`config.mk`:
```
export PLATFORM = sky130hd
export DESIGN_NAME = reg_sequencer
export DESIGN_NICKNAME = d
export VERILOG_FILES = /design/src/rtl/SequencerParams.sv /design/src/rtl/reg_seq_moddec.sv /design/src/rtl/reg_sequencer.sv
export SDC_FILE = /design/constraint.sdc
export NUM_CORES = 1
export LEC_CHECK = 0
export CAP_MARGIN = 25
export CORE_MARGIN = 4
export CORE_UTILIZATION = 52
export DETAILED_ROUTE_END_ITERATION = 10
export PLACE_DENSITY = 0.93
export SETUP_SLACK_MARGIN = 0.2
export SLEW_MARGIN = 15
export SYNTH_ARGS = -nofsm -noshare
export SYNTH_HDL_FRONTEND = slang
export SYNTH_SLANG_ARGS = --single-unit
```
`constraint.sdc`:
```
create_clock -name clk -period 3.3 [get_ports clk]
set_clock_uncertainty 0.2 [all_clocks]
set_input_delay 0.66 -clock clk [delete_from_list [all_inputs] [get_ports clk]]
set_output_delay 0.66 -clock clk [all_outputs]
set_load 0.1 [all_outputs]
```
`src/rtl/SequencerParams.sv`:
```
// Shared constants for the register-operand sequencer: state encoding,
// register-file memory-operation codes, addressing modes and special registers.
package SequencerParams;

  typedef enum logic [3:0] {
    S_IDLE    = 4'd0,
    S_FETCH   = 4'd1,
    S_SRC_EXT = 4'd2,
    S_SRC_RD  = 4'd3,
    S_DST_EXT = 4'd4,
    S_DST_RD  = 4'd5,
    S_PUSH    = 4'd6,
    S_EXEC    = 4'd7,
    S_WB      = 4'd8
  } seq_state_t;

  typedef enum logic [1:0] {
    MO_NOP        = 2'd0,
    MO_NEXT_INSTR = 2'd1,
    MO_OFFSET     = 2'd2,
    MO_SP_PREDEC  = 2'd3
  } mo_t;

  localparam logic [1:0] AS_REG       = 2'b00;
  localparam logic [1:0] AS_INDEXED   = 2'b01;
  localparam logic [1:0] AS_INDIRECT  = 2'b10;
  localparam logic [1:0] AS_INDIR_INC = 2'b11;

  localparam logic AD_REG     = 1'b0;
  localparam logic AD_INDEXED = 1'b1;

  localparam logic [3:0] PC  = 4'd0;
  localparam logic [3:0] SP  = 4'd1;
  localparam logic [3:0] SR  = 4'd2;
  localparam logic [3:0] CG1 = 4'd2;
  localparam logic [3:0] CG2 = 4'd3;

  // Operand fields captured when an instruction is accepted.
  typedef struct packed {
    logic [3:0] src;
    logic [3:0] dst;
    logic [1:0] as_mode;
    logic       ad;
    logic       one_op;
    logic       push;
    logic       jump;
  } instr_fields_t;

  // @PC+ is the immediate form: the operand is the extension word itself.
  function automatic logic is_immediate(input logic [1:0] mode, input logic [3:0] rn);
    return (mode == AS_INDIR_INC) && (rn == PC);
  endfunction

endpackage

```
`src/rtl/reg_seq_moddec.sv`:
```
// Addressing-mode decoder: which extension-word and operand-read states an
// instruction needs. SEQ_CG_BYPASS_EN lets constant-generator sources skip both.
module reg_seq_moddec
  import SequencerParams::*;
(
  input  instr_fields_t fld,
  output logic          srcExt,
  output logic          srcRd,
  output logic          dstExt,
  output logic          dstRd,
  output logic          isCG
);

  logic src_imm;
  logic dst_imm;
  logic src_ext_raw;
  logic src_rd_raw;

  assign src_imm = is_immediate(fld.as_mode, fld.src);
  assign dst_imm = is_immediate(fld.as_mode, fld.dst);
  assign isCG    = (fld.src == CG2) || ((fld.src == CG1) && fld.as_mode[1]);

  // Single-operand instructions carry their operand in the destination slot.
  assign src_ext_raw = !fld.one_op && ((fld.as_mode == AS_INDEXED) || src_imm);
  assign src_rd_raw  = !fld.one_op && (fld.as_mode != AS_REG) && !src_imm;

`ifdef SEQ_CG_BYPASS_EN
  assign srcExt = src_ext_raw && !isCG;
  assign srcRd  = src_rd_raw && !isCG;
`else
  assign srcExt = src_ext_raw;
  assign srcRd  = src_rd_raw;
`endif

  assign dstExt = fld.one_op ? ((fld.as_mode == AS_INDEXED) || dst_imm) : fld.ad;
  assign dstRd  = fld.one_op ? ((fld.as_mode != AS_REG) && !dst_imm) : fld.ad;

endmodule

```
`src/rtl/reg_sequencer.sv`:
```
// Register-file operand sequencer: Moore FSM stepping fetch, extension words,
// operand reads, SP pre-decrement, execute and write-back. Option: SEQ_CG_BYPASS_EN.
module reg_sequencer
  import SequencerParams::*;
(
  input  logic       clk,
  input  logic       reset,
  input  logic       instr_valid,
  output logic       instr_ready,
  input  logic [3:0] srcA,
  input  logic [3:0] dstA,
  input  logic [1:0] As,
  input  logic       Ad,
  input  logic       OneOp,
  input  logic       push,
  input  logic       jump,
  input  logic       mem_rdy,
  output logic [1:0] MO,
  output logic       incSrc,
  output logic       incDst,
  output logic       indirect,
  output logic       RW,
  output logic [3:0] resultA,
  output logic       SRW,
  output logic       busy
);

  seq_state_t    state;
  seq_state_t    state_nxt;
  instr_fields_t fld;

  logic src_ext;
  logic src_rd;
  logic dst_ext;
  logic dst_rd;
  logic is_cg;
  logic cg_unused;

  seq_state_t after_fetch;
  seq_state_t after_src_ext;
  seq_state_t after_src_rd;
  seq_state_t after_dst_ext;
  seq_state_t after_dst_rd;

  reg_seq_moddec u_moddec (
    .fld    (fld),
    .srcExt (src_ext),
    .srcRd  (src_rd),
    .dstExt (dst_ext),
    .dstRd  (dst_rd),
    .isCG   (is_cg)
  );

  // The bypass is applied inside the decoder; the flag itself is only a debug tap here.
  assign cg_unused = is_cg;

  // State advances on the falling edge so the decoded controls settle before the register file's rising edge.
  always_ff @(negedge clk or negedge reset) begin
    if (!reset) begin
      state <= S_IDLE;
    end else begin
      state <= state_nxt;
    end
  end

  always_ff @(negedge clk or negedge reset) begin
    if (!reset) begin
      fld <= '0;
    end else if ((state == S_IDLE) && instr_valid) begin
      fld <= {srcA, dstA, As, Ad, OneOp, push, jump};
    end
  end

  // Each state's successor is the first still-required state further down the sequence.
  assign after_dst_rd  = fld.push ? S_PUSH : S_EXEC;
  assign after_dst_ext = dst_rd ? S_DST_RD : after_dst_rd;
  assign after_src_rd  = dst_ext ? S_DST_EXT : after_dst_ext;
  assign after_src_ext = src_rd ? S_SRC_RD : after_src_rd;
  assign after_fetch   = fld.jump ? S_EXEC : (src_ext ? S_SRC_EXT : after_src_ext);

  always_comb begin
    state_nxt   = state;
    instr_ready = 1'b0;
    MO          = MO_NOP;
    incSrc      = 1'b0;
    incDst      = 1'b0;
    indirect    = 1'b0;
    RW          = 1'b0;
    resultA     = 4'd0;
    SRW         = 1'b0;
    case (state)
      S_IDLE: begin
        instr_ready = 1'b1;
        if (instr_valid) state_nxt = S_FETCH;
      end
      S_FETCH: begin
        MO        = MO_NEXT_INSTR;
        state_nxt = after_fetch;
      end
      S_SRC_EXT: begin
        MO = MO_OFFSET;
        if (mem_rdy) state_nxt = after_src_ext;
      end
      S_SRC_RD: begin
        indirect = 1'b1;
        incSrc   = (fld.as_mode == AS_INDIR_INC) && !fld.one_op;
        if (mem_rdy) state_nxt = after_src_rd;
      end
      S_DST_EXT: begin
        MO = MO_OFFSET;
        if (mem_rdy) state_nxt = after_dst_ext;
      end
      S_DST_RD: begin
        indirect = 1'b1;
        incDst   = (fld.as_mode == AS_INDIR_INC) && fld.one_op;
        if (mem_rdy) state_nxt = after_dst_rd;
      end
      S_PUSH: begin
        MO = MO_SP_PREDEC;
        if (mem_rdy) state_nxt = S_EXEC;
      end
      S_EXEC: begin
        SRW       = !fld.jump;
        state_nxt = fld.jump ? S_IDLE : S_WB;
      end
      S_WB: begin
        RW        = fld.one_op ? (fld.as_mode == AS_REG) : (fld.ad == AD_REG);
        resultA   = RW ? fld.dst : 4'd0;
        state_nxt = S_IDLE;
      end
      default: state_nxt = S_IDLE;
    endcase
  end

  assign busy = (state != S_IDLE);

endmodule

```
==> flow_summary.ini, run 1 <==
[status]
status = did not finish
outcome.stop_stage = clock tree synthesis (4_1_cts)
toolErrorMsg = [ERROR DPL-0038] Utilization greater than 100%, impossible to legalize

[logic_synthesis]
synthCells = 120
synth_fp_nets = 138
yosysWarnings = 0
synth_seq_area_share = 0.360
dominant_synthesized_flop_cell = dfrtn_1
synth_seq_cells = 18
netlist-cell-type-count = 45
async_s_r_ff_share_synth = 1.00
combined_area_of_all_synthesized_cells_um2 = 1250
synth-edff-count = 0
syn_area_per_cell_um2 = 10.4

[floorplanning]
start_util = 0.555
placementRows = 17
die_w_um = 57.1
ioPinCount = 31
dieHeight_um = 57.1

[clock_network]
root_buffer = clkbuf_4
cts_inserted_buffers = 3
cts-resized-gates = 29
cts-root-to-sink-buffers = 2
h-tree-depth = 1
cts_setup_buffers = 10
hold_buffers = 0
tritoncts_num_sinks = 18

[place]
io_buffer_count = 30
finalWeightedCongestion = 1.02
placement.cell_area_um2 = 2100
post-dp-hpwl_um = 3370
dpl_worst_slack_ns = -0.694
metrics by stage:
stage | hold WS (ns) | instances
detailed placement | 0.289 | 207
global placement | 0.271 | 207
floorplan | 0.261 | 120
cells in the mapped netlist, types with 2 or more instances:
cell type   n  area [um2]
a31oi_1     2        12.5
nor2_1      9        33.8
a21oi_1     3        15.0
inv_1       6        22.5
o21bai_1    2        15.0
nand2_1     2        7.51
o21ai_0     6        30.0
mux2_4     10         150
o311ai_0    2        17.5
nor3b_1     2        15.0
a211oi_1    2        15.0
a22oi_1     3        22.5
dfrtn_1    18         450
nor3_1      8        40.0
and2_1      4        25.0
or3_1       3        18.8
mux2_2      4        45.0
buf_6       6        67.6
buf_4       2        15.0
kinds of logic after synthesis:
| kind of cell | share of synthesized area |
|---|---|
| multiplexers | 0.164 |
| AO/OA/AOI/OAI | 0.176 |
| AND/OR/NAND/NOR | 0.206 |
| flip-flops | 0.360 |
| XOR/XNOR | 0.00699 |
| buffers and inverters | 0.0879 |
==> run 2: changes to the inputs <==
CORE_AREA = 4 4 65 67   (was not set)
CORE_MARGIN = not set   (was 4)
CORE_UTILIZATION = not set   (was 52)
DIE_AREA = 0 0 69 71   (was not set)
PLACE_DENSITY = not set   (was 0.93)
PLACE_DENSITY_LB_ADDON = 0.15   (was not set)
SETUP_SLACK_MARGIN = not set   (was 0.2)
==> run 2 against run 1 <==
The flow now finishes, with violations (negative setup slack). Synthesized area stayed put. Synthesized cell count unchanged.
==> flow_summary.ini, run 2 <==
[status]
status = complete, but fails checks
failed_checks = negative setup slack

[grt]
grt_antenna_before_repair = 0
grt_pass1_wl_um = 6470
track_usage = 0.159
grt_max_degree = 19
global_route_met1_usage = 0.198
via_count_of_the_first_global_routing_pass = 1317
gr-usage-met3 = 0.0213
grtUsageMet2 = 0.297
grt_most_used_layer = met2
globalRouteOverflowTotal = 0

[timing]
finalSetupTns_ns = -9.69
timing_worst_slew_pin_value_ns = 0.445
hold-worst-slack_ns = 0.278
post_layout_worst_setup_margin_ns = -0.796
timing.max_slew.rel_slack = 0.700
finalHoldViolations = 0
setup_viol_count_final = 13
rsz0062_at_grt = yes
drv_slew = 0

[logic_synthesis]
netlist.top_cell.by_area = dfrtn_1
synth_top_cells_by_area = dfrtn_1 (36%), mux2_4 (12%), buf_6 (5.4%)
netlist_top_cells_count = dfrtn_1 (18), mux2_4 (10), nor2_1 (9)
synthCells = 120
yosysWarnings = 0
synth-edff-count = 0
synth.top_cell.area_share = 0.360
dominant_synthesized_flop_cell = dfrtn_1
synth_seq_area_share = 0.360
syn_area_per_cell_um2 = 10.4
synthMostInstantiatedCell = dfrtn_1
synth_fp_nets = 138
combined_area_of_all_synthesized_cells_um2 = 1250
netlist-cell-type-count = 45
synth_seq_cells = 18
async_s_r_ff_share_synth = 1.00

[min_path]
worstHoldStart = fld[13]$_DFFE_NN0P_
min_delay_worst_endpoint = fld[13]$_DFFE_NN0P_
hold_crit_depth = 1
hold_path.class = flop to flop

[finish]
antenna-diode-count = 0
layout_commonest_cell = buf_4
top_register = fld
design_area_um2 = 2250
finalNonFillerCells = 236
share_of_layout_cells_above_drive_strength_1 = 0.580
largest_register_ffs = 14
post_layout_nets = 208
growth_of_design_area_from_synthesis_to_finish_pct = 79.6
layout_top_registers = fld (14), state (4)
final_cell_mix = buf_4 (39), dfrtn_1 (18), buf_12 (17)

[clock_network]
clkSlewWorstSetupHoldPaths_ns = 0.05
cts_inserted_buffers = 3
h-tree-depth = 1
tritoncts_num_sinks = 18
cts-root-to-sink-buffers = 2
clkLatencyLatePin_ns = 0.26
tritoncts = built
root_buffer = clkbuf_8

[critical_path]
worst-r2r-setup-slack_ns = 1.19
worstReg2RegEnd = state[1]$_DFFE_NN0P_
startpoint_type = flop
crit-reg2reg-launch = state[2]$_DFFE_NN0P_
crit_required_ns = 2.44
setup.worst_path.class = flop to output port
worst-r2r-cell-count = 8
endpoint_kind = output port
critPathArrivalTime_ns = 3.24
critical_path_peak_fanout = 8

[pwr]
power-per-cell-area_nw_per_um2 = 1130
p_leak_uw = 0.000994
power.ir.vdd_worst_mv = 0.393
power_frac_comb = 0.757
clockPowerShare = 0.060
p_seq_frac = 0.183
switching_share = 0.459
net-switching-power_uw = 1160
power.internal_uw = 1370

[floorplanning]
fp.coreArea_um2 = 3630
placementRows = 22
ioPinCount = 31
area_enclosed_by_the_die_boundary_um2 = 4900
die_w_um = 69
start_util = 0.345
dieHeight_um = 71

[drt]
routed_wire_length_per_instance_um = 15.8
drt_pass1_iterations = 4
route.detailed.vias_per_inst = 5.13
postRouteWirelength_um = 3720
detailedRoute.firstIterationViolations = 106
remaining_drc_errors = 0
ant_nets = 0
vias = 1210

[place]
placement.cell_area_um2 = 2150
finalWeightedCongestion = 0.880
dpl_worst_slack_ns = -0.665
post-dp-hpwl_um = 3000
placed_cells_incl_taps = 230
io_buffer_count = 30

[job]
max_cap_viol_count = 0
-- run 2: cell counts after synthesis --
Identical to the previous run, type by type.
-- run 2: worst max-delay path by stage --
stage                               startpoint                   end  slack (ns)  depth (start not counted)
after global placement                 mem_rdy  state[0]$_DFFE_NN0P_       -0.61                          6
after CTS                 state[1]$_DFFE_NN0P_                incSrc       -0.80                          4
after floorplan           state[2]$_DFFE_NN0P_                  busy       -1.64                          2
after detailed placement               mem_rdy  state[0]$_DFFE_NN0P_       -0.66                          6
after global routing      state[1]$_DFFE_NN0P_                incSrc       -0.85                          4
final                     state[1]$_DFFE_NN0P_                incSrc       -0.80                          4
-- run 2: critical path, stage by stage (launching register included) --
cell,delay [ns]
dfrtn_1,0.60
buf_6,0.17
nand2_8,0.06
nor4b_4,0.28
buf_12,0.22
-- run 2: cells by family after synthesis --
kind of cell,count (synthesis),synth area share
and+or+nand+nor,41,0.206
AOI/OAI and AO/OA,30,0.176
DFF,18,0.360
muxes,15,0.164
buffers and inverters,15,0.0879
xor gates and xnor gates,1,0.00699
-- run 2: per-layer routing --
layer,part of all wire,routed length [um]
met5,0,0
met4,0.0024,9
met3,0.027,102
met2,0.53,1990
met1,0.44,1620
-- run 2: cell type report --
| class | instances | area [um2] |
|---|---|---|
| timing repair buffer | 74 | 817 |
| clock buffer | 3 | 41.3 |
| tap | 48 | 60.1 |
| sequential | 18 | 450 |
| fill | 335 | 1380 |
| inverter | 6 | 27.5 |
| multi-input combinational | 87 | 853 |
-- run 2: repair_timing --
item / 4_1_cts / 5_1_grt
resized for setup: 12 / 6
setup buffers: 1 / 2
hold buffers: 0 / 0
endpoints found under the setup margin: 30 / 14
pin swaps: 8 / 3
-- run 2: metrics by stage --
step / utilization / power, uW
global placement: 0.593 / 2310
detailed placement: 0.593 / 2320
finish: 0.619 / 2530
CTS: 0.608 / 2510
global route: 0.619 / 2680
floorplan: - / 1630
-- run 2: power by group through the flow --
stage / registers, uW / logic (uW) / clock network (uW)
detailed placement: 467 / 1860 / 0
global placement: 461 / 1850 / 0
global route: 482 / 2030 / 171
floorplan: 435 / 1190 / 0
finish: 464 / 1920 / 152
CTS: 469 / 1880 / 159
Power figures use the tool's default switching activity.
